==> config.mk <==
export PLATFORM = sky130hd
export DESIGN_NAME = stream_width_downsizer
export DESIGN_NICKNAME = d
export VERILOG_FILES = /design/src/rtl/stream_pkg.sv /design/src/rtl/stream_width_downsizer.sv
export SDC_FILE = /design/constraint.sdc
export NUM_CORES = 1
export LEC_CHECK = 0
export ABC_CLOCK_PERIOD_IN_PS = 5900
export CORE_ASPECT_RATIO = 1.1
export CORE_MARGIN = 10
export CORE_UTILIZATION = 45
export CTS_BUF_LIST = sky130_fd_sc_hd__clkbuf_8
export CTS_CLUSTER_DIAMETER = 30
export DETAILED_ROUTE_END_ITERATION = 12
export GPL_TIMING_DRIVEN = 0
export PLACE_DENSITY = 0.8
export SLEW_MARGIN = 20
export SYNTH_ARGS = -nofsm -noshare
export SYNTH_HDL_FRONTEND = slang
export SYNTH_SLANG_ARGS = --single-unit
==> constraint.sdc <==
create_clock -name clk -period 5.9 [get_ports clk]
set_clock_uncertainty 0.05 [all_clocks]
set_input_delay 0.59 -clock clk [delete_from_list [all_inputs] [get_ports clk]]
set_output_delay 0.59 -clock clk [all_outputs]
set_load 0.005 [all_outputs]
==> src/rtl/stream_pkg.sv <==
// Shared stream helpers: counter-width function and handshake struct.
package stream_pkg;

   // Beat counter width for a given word/beat ratio, never below one bit.
   function automatic int unsigned beat_cnt_w(input int unsigned ratio);
      return ($clog2(ratio) > 0) ? 32'($clog2(ratio)) : 32'd1;
   endfunction

   typedef struct packed {
      logic valid;
      logic ready;
      logic last;
   } stream_hs_t;

endpackage

==> src/rtl/stream_width_downsizer.sv <==
// Serializes wide valid/ready words into RATIO narrow beats, back-to-back
// words chained without a bubble.
module stream_width_downsizer
   import stream_pkg::*;
#(
   parameter int unsigned IN_WIDTH  = 32,
   parameter int unsigned OUT_WIDTH = 8,
   parameter bit          MSB_FIRST = 1'b0
) (
   input  logic                 clk,
   input  logic                 rst_n,
   input  logic [IN_WIDTH-1:0]  in_data,
   input  logic                 in_last,
   input  logic                 in_valid,
   output logic                 in_ready,
   output logic [OUT_WIDTH-1:0] out_data,
   output logic                 out_last,
   output logic                 out_valid,
   input  logic                 out_ready
);

   localparam int unsigned RATIO = IN_WIDTH / OUT_WIDTH;
   localparam int unsigned CW    = beat_cnt_w(RATIO);

   if (RATIO < 2 || (IN_WIDTH % OUT_WIDTH) != 0) begin : g_bad_params
      $error("stream_width_downsizer: IN_WIDTH must be a multiple (>=2x) of OUT_WIDTH");
   end

   logic [IN_WIDTH-1:0]               word;
   logic [RATIO-1:0][OUT_WIDTH-1:0]   slices;
   logic                              last_q;
   logic                              busy;
   logic [CW-1:0]                     cnt;
   logic [CW-1:0]                     sel;
   logic                              last_beat;
   logic                              accept;
   logic                              beat;

   assign last_beat = (cnt == CW'(RATIO - 1));
   assign in_ready  = !busy || (out_ready && last_beat);
   assign accept    = in_valid && in_ready;
   assign beat      = busy && out_ready;

   // Control state: busy flag, beat counter and packet-end flag.
   always_ff @(posedge clk or negedge rst_n) begin
      if (!rst_n) begin
         busy   <= 1'b0;
         cnt    <= '0;
         last_q <= 1'b0;
      end else if (accept) begin
         busy   <= 1'b1;
         cnt    <= '0;
         last_q <= in_last;
      end else if (beat) begin
         if (last_beat) begin
            busy <= 1'b0;
            cnt  <= '0;
         end else begin
            cnt  <= cnt + CW'(1);
         end
      end
   end

   // Word register carries no reset; its content is ignored while idle.
   always_ff @(posedge clk) begin
      if (accept) begin
         word <= in_data;
      end
   end

   if (MSB_FIRST) begin : g_msb_first
      assign sel = CW'(RATIO - 1) - cnt;
   end else begin : g_lsb_first
      assign sel = cnt;
   end

   assign slices    = word;
   assign out_data  = slices[sel];
   assign out_valid = busy;
   assign out_last  = last_q && last_beat;

endmodule

### After elaboration in Yosys (flattened, before gate mapping)

Index checks and enable logic that the tools add are counted.

* add/subtract/negate cells: 1
* multiply operators: 0
* div/mod/pow operators: 0
* magnitude comparators: 1
* equal/unequal tests: 1
* shifts and indexed selects: 0
* muxes and demuxes: 8
* bitwise logic cells: 0
* reduce and logical (&&, ||, !) cells: 9

Operators with widths (count)
* $bmux W8 S2: 1
* $mux W8: 1
* $mux W2: 3
* $logic_and A1 B1 Y1: 4
* $reduce_bool A2 Y1: 2
* $lt A2 B3 Y1 const B: 1
* $mux W1: 3
* $add A2 B1 Y2 const B: 1
* $eq A2 B2 Y1 const B: 1
* $reduce_and A2 Y1: 1
* $logic_not A1 Y1: 1
* $logic_or A1 B1 Y1: 1

* register bits: 36
* bits in latches: 0
* memory bits (writable): 0
* ROM bits: 0
* input port bits: 37
* output and inout port bits: 11
* logic and storage cells: 24
* memories kept: 0

### Longest topological paths before layout

Gate-level depths: netlist (run 1).

* depth in word-level cells: 6
* depth in mapped cells: 3
* mapped depth without buffers: 3

### Worst setup path after synthesis (run 1)

OpenSTA, ideal clock, no wires.

* path kind: input port to flip-flop
* start: input out_ready
* end: register word[0], in the netlist slices[0] (enable)
* setup time: 0.424 ns
* data arrival time: 2.184 ns
* data required time: 5.426 ns
* path slack: 3.242 ns
* stages: 2
* buffers on the path: 0
* cell sequence: a21boi_0 nor2b_1

* longest elaborated chain between the ends: 3

RTL lines
* start, declared: RTL line stream_width_downsizer.sv:19 `input logic out_ready`
* $logic_and A1 B1 Y1: RTL line stream_width_downsizer.sv:40 `assign in_ready = !busy || (out_ready && last_beat);`
* $logic_or A1 B1 Y1: RTL line stream_width_downsizer.sv:40
* $logic_and A1 B1 Y1: RTL line stream_width_downsizer.sv:41 `assign accept = in_valid && in_ready;`
* net accept: RTL line stream_width_downsizer.sv:36 `logic accept;`
* end signal, assigned: RTL line stream_width_downsizer.sv:67 `word <= in_data;`
* end, declared: RTL line stream_width_downsizer.sv:29 `logic [IN_WIDTH-1:0] word;`

The timed path passes the listed nets, and every way through them passes these cells.
A chain may end at the register's enable or synchronous reset.

### Final worst setup path (run 1)

* start: input out_ready
* end: output in_ready

* longest elaborated chain between the ends: 2

RTL lines
* $logic_and A1 B1 Y1: RTL line stream_width_downsizer.sv:40
* $logic_or A1 B1 Y1: RTL line stream_width_downsizer.sv:40
* end, declared: RTL line stream_width_downsizer.sv:15 `output logic in_ready,`

No other way between the ends.

==> results of run 1 <==
[worst max-delay path, delay by kind of cell]
family                 cells  cell delay (ps)
buffers and inverters      3             1040
AOI/OAI and AO/OA          1              570
[cell type report]
| class | instances | area (um^2) |
|---|---|---|
| sequential | 36 | 1060 |
| fill | 210 | 851 |
| timing repair buffer | 48 | 498 |
| multi-input combinational | 23 | 294 |
| clock buffer | 5 | 68.8 |
| tap | 33 | 41.3 |
| buffer | 2 | 16.3 |
| clock inverter | 3 | 15.0 |
| inverter | 2 | 7.51 |
[final timing paths]
kind                       cells past startpoint    endpoint  slack [ps]      start
min                                            1      cnt[0]         460      rst_n
min reg2reg                                    2      last_q         500     last_q
min in group clk                               2      last_q         500     last_q
max in group asynchronous                      1      last_q        5160      rst_n
max reg2reg                                    4  slices[31]        3970     cnt[0]
max                                            4    in_ready        3060  out_ready
[power groups by stage]
stage	sequential, mW	clock [mW]	combinational (mW)
4_1_cts	0.331	0.167	0.263
6_report	0.330	0.162	0.256
2_1_floorplan	0.333	0	0.128
5_1_grt	0.333	0.183	0.276
3_3_place_gp	0.335	0	0.248
3_5_place_dp	0.337	0	0.260
[registers in the layout, indices dropped and copies added, names as in the netlist]
signal     count
cnt            2
slices        32
last_q         1
out_valid      1
[routing by layer]
metal / global-route usage, % / up-vias / wire length, um
met5: 0 / - / 0
met4: 3.99 / 0 / 11
met3: 6.87 / 2 / 279
met2: 19.4 / 32 / 1630
met1: 10.3 / 381 / 998
li1: - / 364 / -
[cells in the final DEF, fill, tap and decap left out, drive strengths merged]
| cell type | n |
|---|---|
| clkinv | 1 |
| clkdlybuf4s50 | 47 |
| mux4 | 8 |
| dfrtp | 4 |
| a32o | 1 |
| or2 | 1 |
| a22o | 1 |
| and2 | 1 |
| ha | 1 |
| mux2i | 1 |
| nor2b | 2 |
| a21boi | 1 |
| nand2 | 2 |
| inv | 3 |
| and3 | 2 |
| nor2 | 1 |
| edfxtp | 32 |
| clkinvlp | 1 |
| o32ai | 1 |
| buf | 2 |
| clkbuf | 6 |
[through the flow]
stage	cell area [um^2]	worst slack [ps]
floorplan	1370	3240
global placement	1880	2250
detailed placement	1920	3080
CTS	2000	3080
global route	2000	2980
finish	2000	3060
[logic make-up (layout without fill, tap and decap cells)]
family | Yosys count | count (layout) | share of synthesized area, %
mux | 9 | 9 | 13.9
buf+inv | 4 | 60 | 1.73
compound gates | 4 | 4 | 2.56
flops | 36 | 36 | 77.4
simple gates | 9 | 9 | 3.56
fa+ha+maj | 1 | 1 | 0.912
[cell usage after synthesis, drive strengths merged (2+ instances only)]
cell type | instances | area (um^2)
edfxtp | 32 | 961
and3 | 2 | 12.5
dfrtp | 4 | 100
nor2b | 2 | 12.5
inv | 2 | 7.51
mux4 | 8 | 180
nand2 | 2 | 7.51
==> impl_metrics.csv, run 1 <==
group,metric,value,unit
worst_setup_path,timing.critical_path.arrival,2200,ps
placement,placedCellCount,144,
floorplan,floorplan.rows,20,
clock_tree,postCtsResizedCells,0,
timing,grt_setup_unrepaired,"no",
floorplan,initial_utilization,48.1,%
global_routing,globalRouteOverflowTotal,0,
timing,maxClockFrequency,352,MHz
clock_tree,post-cts-setup-buffer-count,0,
clock_tree,cts-buffers-inserted,5,
yosys,synth.avg_cell_area,21.8,um^2
worst_setup_path,worst_setup_path_class,"primary input to primary output",
timing,final_max_slew_viols,0,
layout,final_stage_net_count,156,
yosys,netlist_area,1370,um^2
yosys,netlist_instances,63,
timing,finalSetupViolCount,0,
clock_tree,cts.sink_count,36,
worst_setup_path,startpoint_type,"primary input",
global_routing,grt_first_pass_wirelength,4680,um
pwr,power.density_cell_area,374,nW/um^2
timing,final_min_period_over_clock_period,48.2,%
yosys,ys_seq_area_share,77.4,%
route,vias_per_cell,5.13,
yosys,mappedNetlistNets,101,
route,num_vias,779,
layout,area_delta_synth_final,46.0,%
run_status,outcome,"finished, final reports clean",
worst_setup_path,crit_slowest_cell,"a21boi_0",
global_routing,number_of_antenna_violations_at_the_first_check_in_global_routing,0,
worst_setup_path,cp-end-kind,"primary output",
yosys,synth_enable_flop_cells,32,
yosys,synthArstFlopShare,11.1,%
pwr,internal-power,0.560,mW
layout,drive_gt1_share,16.0,%
timing,worst-slew-pin-transition,641,ps
pwr,clock_power_share,21.7,%
layout,final_util,70.2,%
run,drv_cap,0,
yosys,ys.warnings.count,0,
worst_setup_path,crit_top_cell,"clkdlybuf4s50_1",
timing,setup-tns-final,0,ps
clock_tree,clkSlewWorstSetupHoldPaths,70,ps
timing,hold-worst-slack,463,ps
clock_tree,ctsHtreeMaxLevel,2,
pwr,worst_ir_drop_on_vdd,254,uV
global_routing,track_usage,11.2,%
clock_tree,ctsLongestPathBuffers,2,
worst_setup_path,crit_path_cells,"clkdlybuf4s50_1 -> a21boi_0 -> inv_1 -> clkdlybuf4s50_1",
route,drt-total-wl,2920,um
placement,finalWeightedCongestion,0.668,
worst_setup_path,timing.critical_path.required,5260,ps
floorplan,io_pins,48,
route,drt.antenna.violating_nets,0,
global_routing,grt_max_degree,21,
route,wire_per_inst,19.2,um
floorplan,die-height,77.9,um
yosys,synth.ff_latch_count,36,
clock_tree,clock_insertion_delay_worst_skew,280,ps
route,remaining_drc_errors,0,
layout,fin_cells,152,
pwr,power.share.combinational,34.2,%
pwr,power.static_leakage,0.703,nW
timing,fin_crit,2840,ps
timing,slew_headroom,56.9,%
floorplan,chipWidth,72.6,um
floorplan,fp.dieArea,5660,um^2
timing,final-hold-violation-count,0,
clock_tree,cts_root_buf,"clkbuf_8",
placement,portBuffers,47,
worst_setup_path,cpPeakStageDelay,570,ps
pwr,pwr-share-seq,44.1,%
pwr,total_power,0.749,mW
clock_tree,tritoncts,"done",
worst_hold_path,min_path_type,"primary input to asynchronous set/reset pin",
pwr,netSwitchingFraction,25.3,%
layout,antennaDiodeCount,0,
floorplan,core_area,2850,um^2
yosys,synth_cell_type_count,18,
yosys,synth_top_flop_cell,"edfxtp_1",
clock_tree,ctsHoldBuffers,0,
worst_setup_path,critical_path_peak_fanout,5,
route,drt-pass1-iter-count,4,
global_routing,via_count_of_the_first_global_routing_pass,941,
route,detailedRoute.firstIterationViolations,48,
pwr,power.net_switching,0.189,mW
Power figures use the tool's default switching activity.
==> run 2, diff against run 1 <==
--- a/config.mk
+++ b/config.mk
@@ -5,7 +5,7 @@
 export SDC_FILE = /design/constraint.sdc
 export NUM_CORES = 1
 export LEC_CHECK = 0
-export ABC_CLOCK_PERIOD_IN_PS = 5900
+export ABC_CLOCK_PERIOD_IN_PS = 2750
 export CORE_ASPECT_RATIO = 1.1
 export CORE_MARGIN = 10
 export CORE_UTILIZATION = 45
==> constraint.sdc (replaced) <==
create_clock -name clk -period 2.75 [get_ports clk]
set_clock_uncertainty 0.05 [all_clocks]
set_input_delay 0.275 -clock clk [delete_from_list [all_inputs] [get_ports clk]]
set_output_delay 0.275 -clock clk [all_outputs]
set_load 0.005 [all_outputs]
==> results of run 2 <==
The final DEF is identical to that of run 1. Status: finished, final reports clean.
Among the figures that moved: setup slack after placement 3080 ps -> 555 ps; setup slack after layout 3060 ps -> 400 ps; hold slack 463 ps -> 148 ps; start point of the critical path out_ready -> cnt[0]; register-to-register setup slack 3970 ps -> 820 ps; total power 0.749 mW -> 1.61 mW; worst IR drop on VDD 254 uV -> 545 uV
==> run 3, diff against run 2 <==
--- a/config.mk
+++ b/config.mk
@@ -11,6 +11,7 @@
 export CORE_UTILIZATION = 45
 export CTS_BUF_LIST = sky130_fd_sc_hd__clkbuf_8
 export CTS_CLUSTER_DIAMETER = 30
+export CTS_CLUSTER_SIZE = 12
 export DETAILED_ROUTE_END_ITERATION = 12
 export GPL_TIMING_DRIVEN = 0
 export PLACE_DENSITY = 0.8
==> results of run 3 <==
The final DEF is identical to that of run 1. Status: finished, final reports clean.
Among the figures that moved: setup slack after placement 3080 ps -> 555 ps; setup slack after layout 3060 ps -> 400 ps; hold slack 463 ps -> 148 ps; start point of the critical path out_ready -> cnt[0]; register-to-register setup slack 3970 ps -> 820 ps; total power 0.749 mW -> 1.61 mW; worst IR drop on VDD 254 uV -> 545 uV
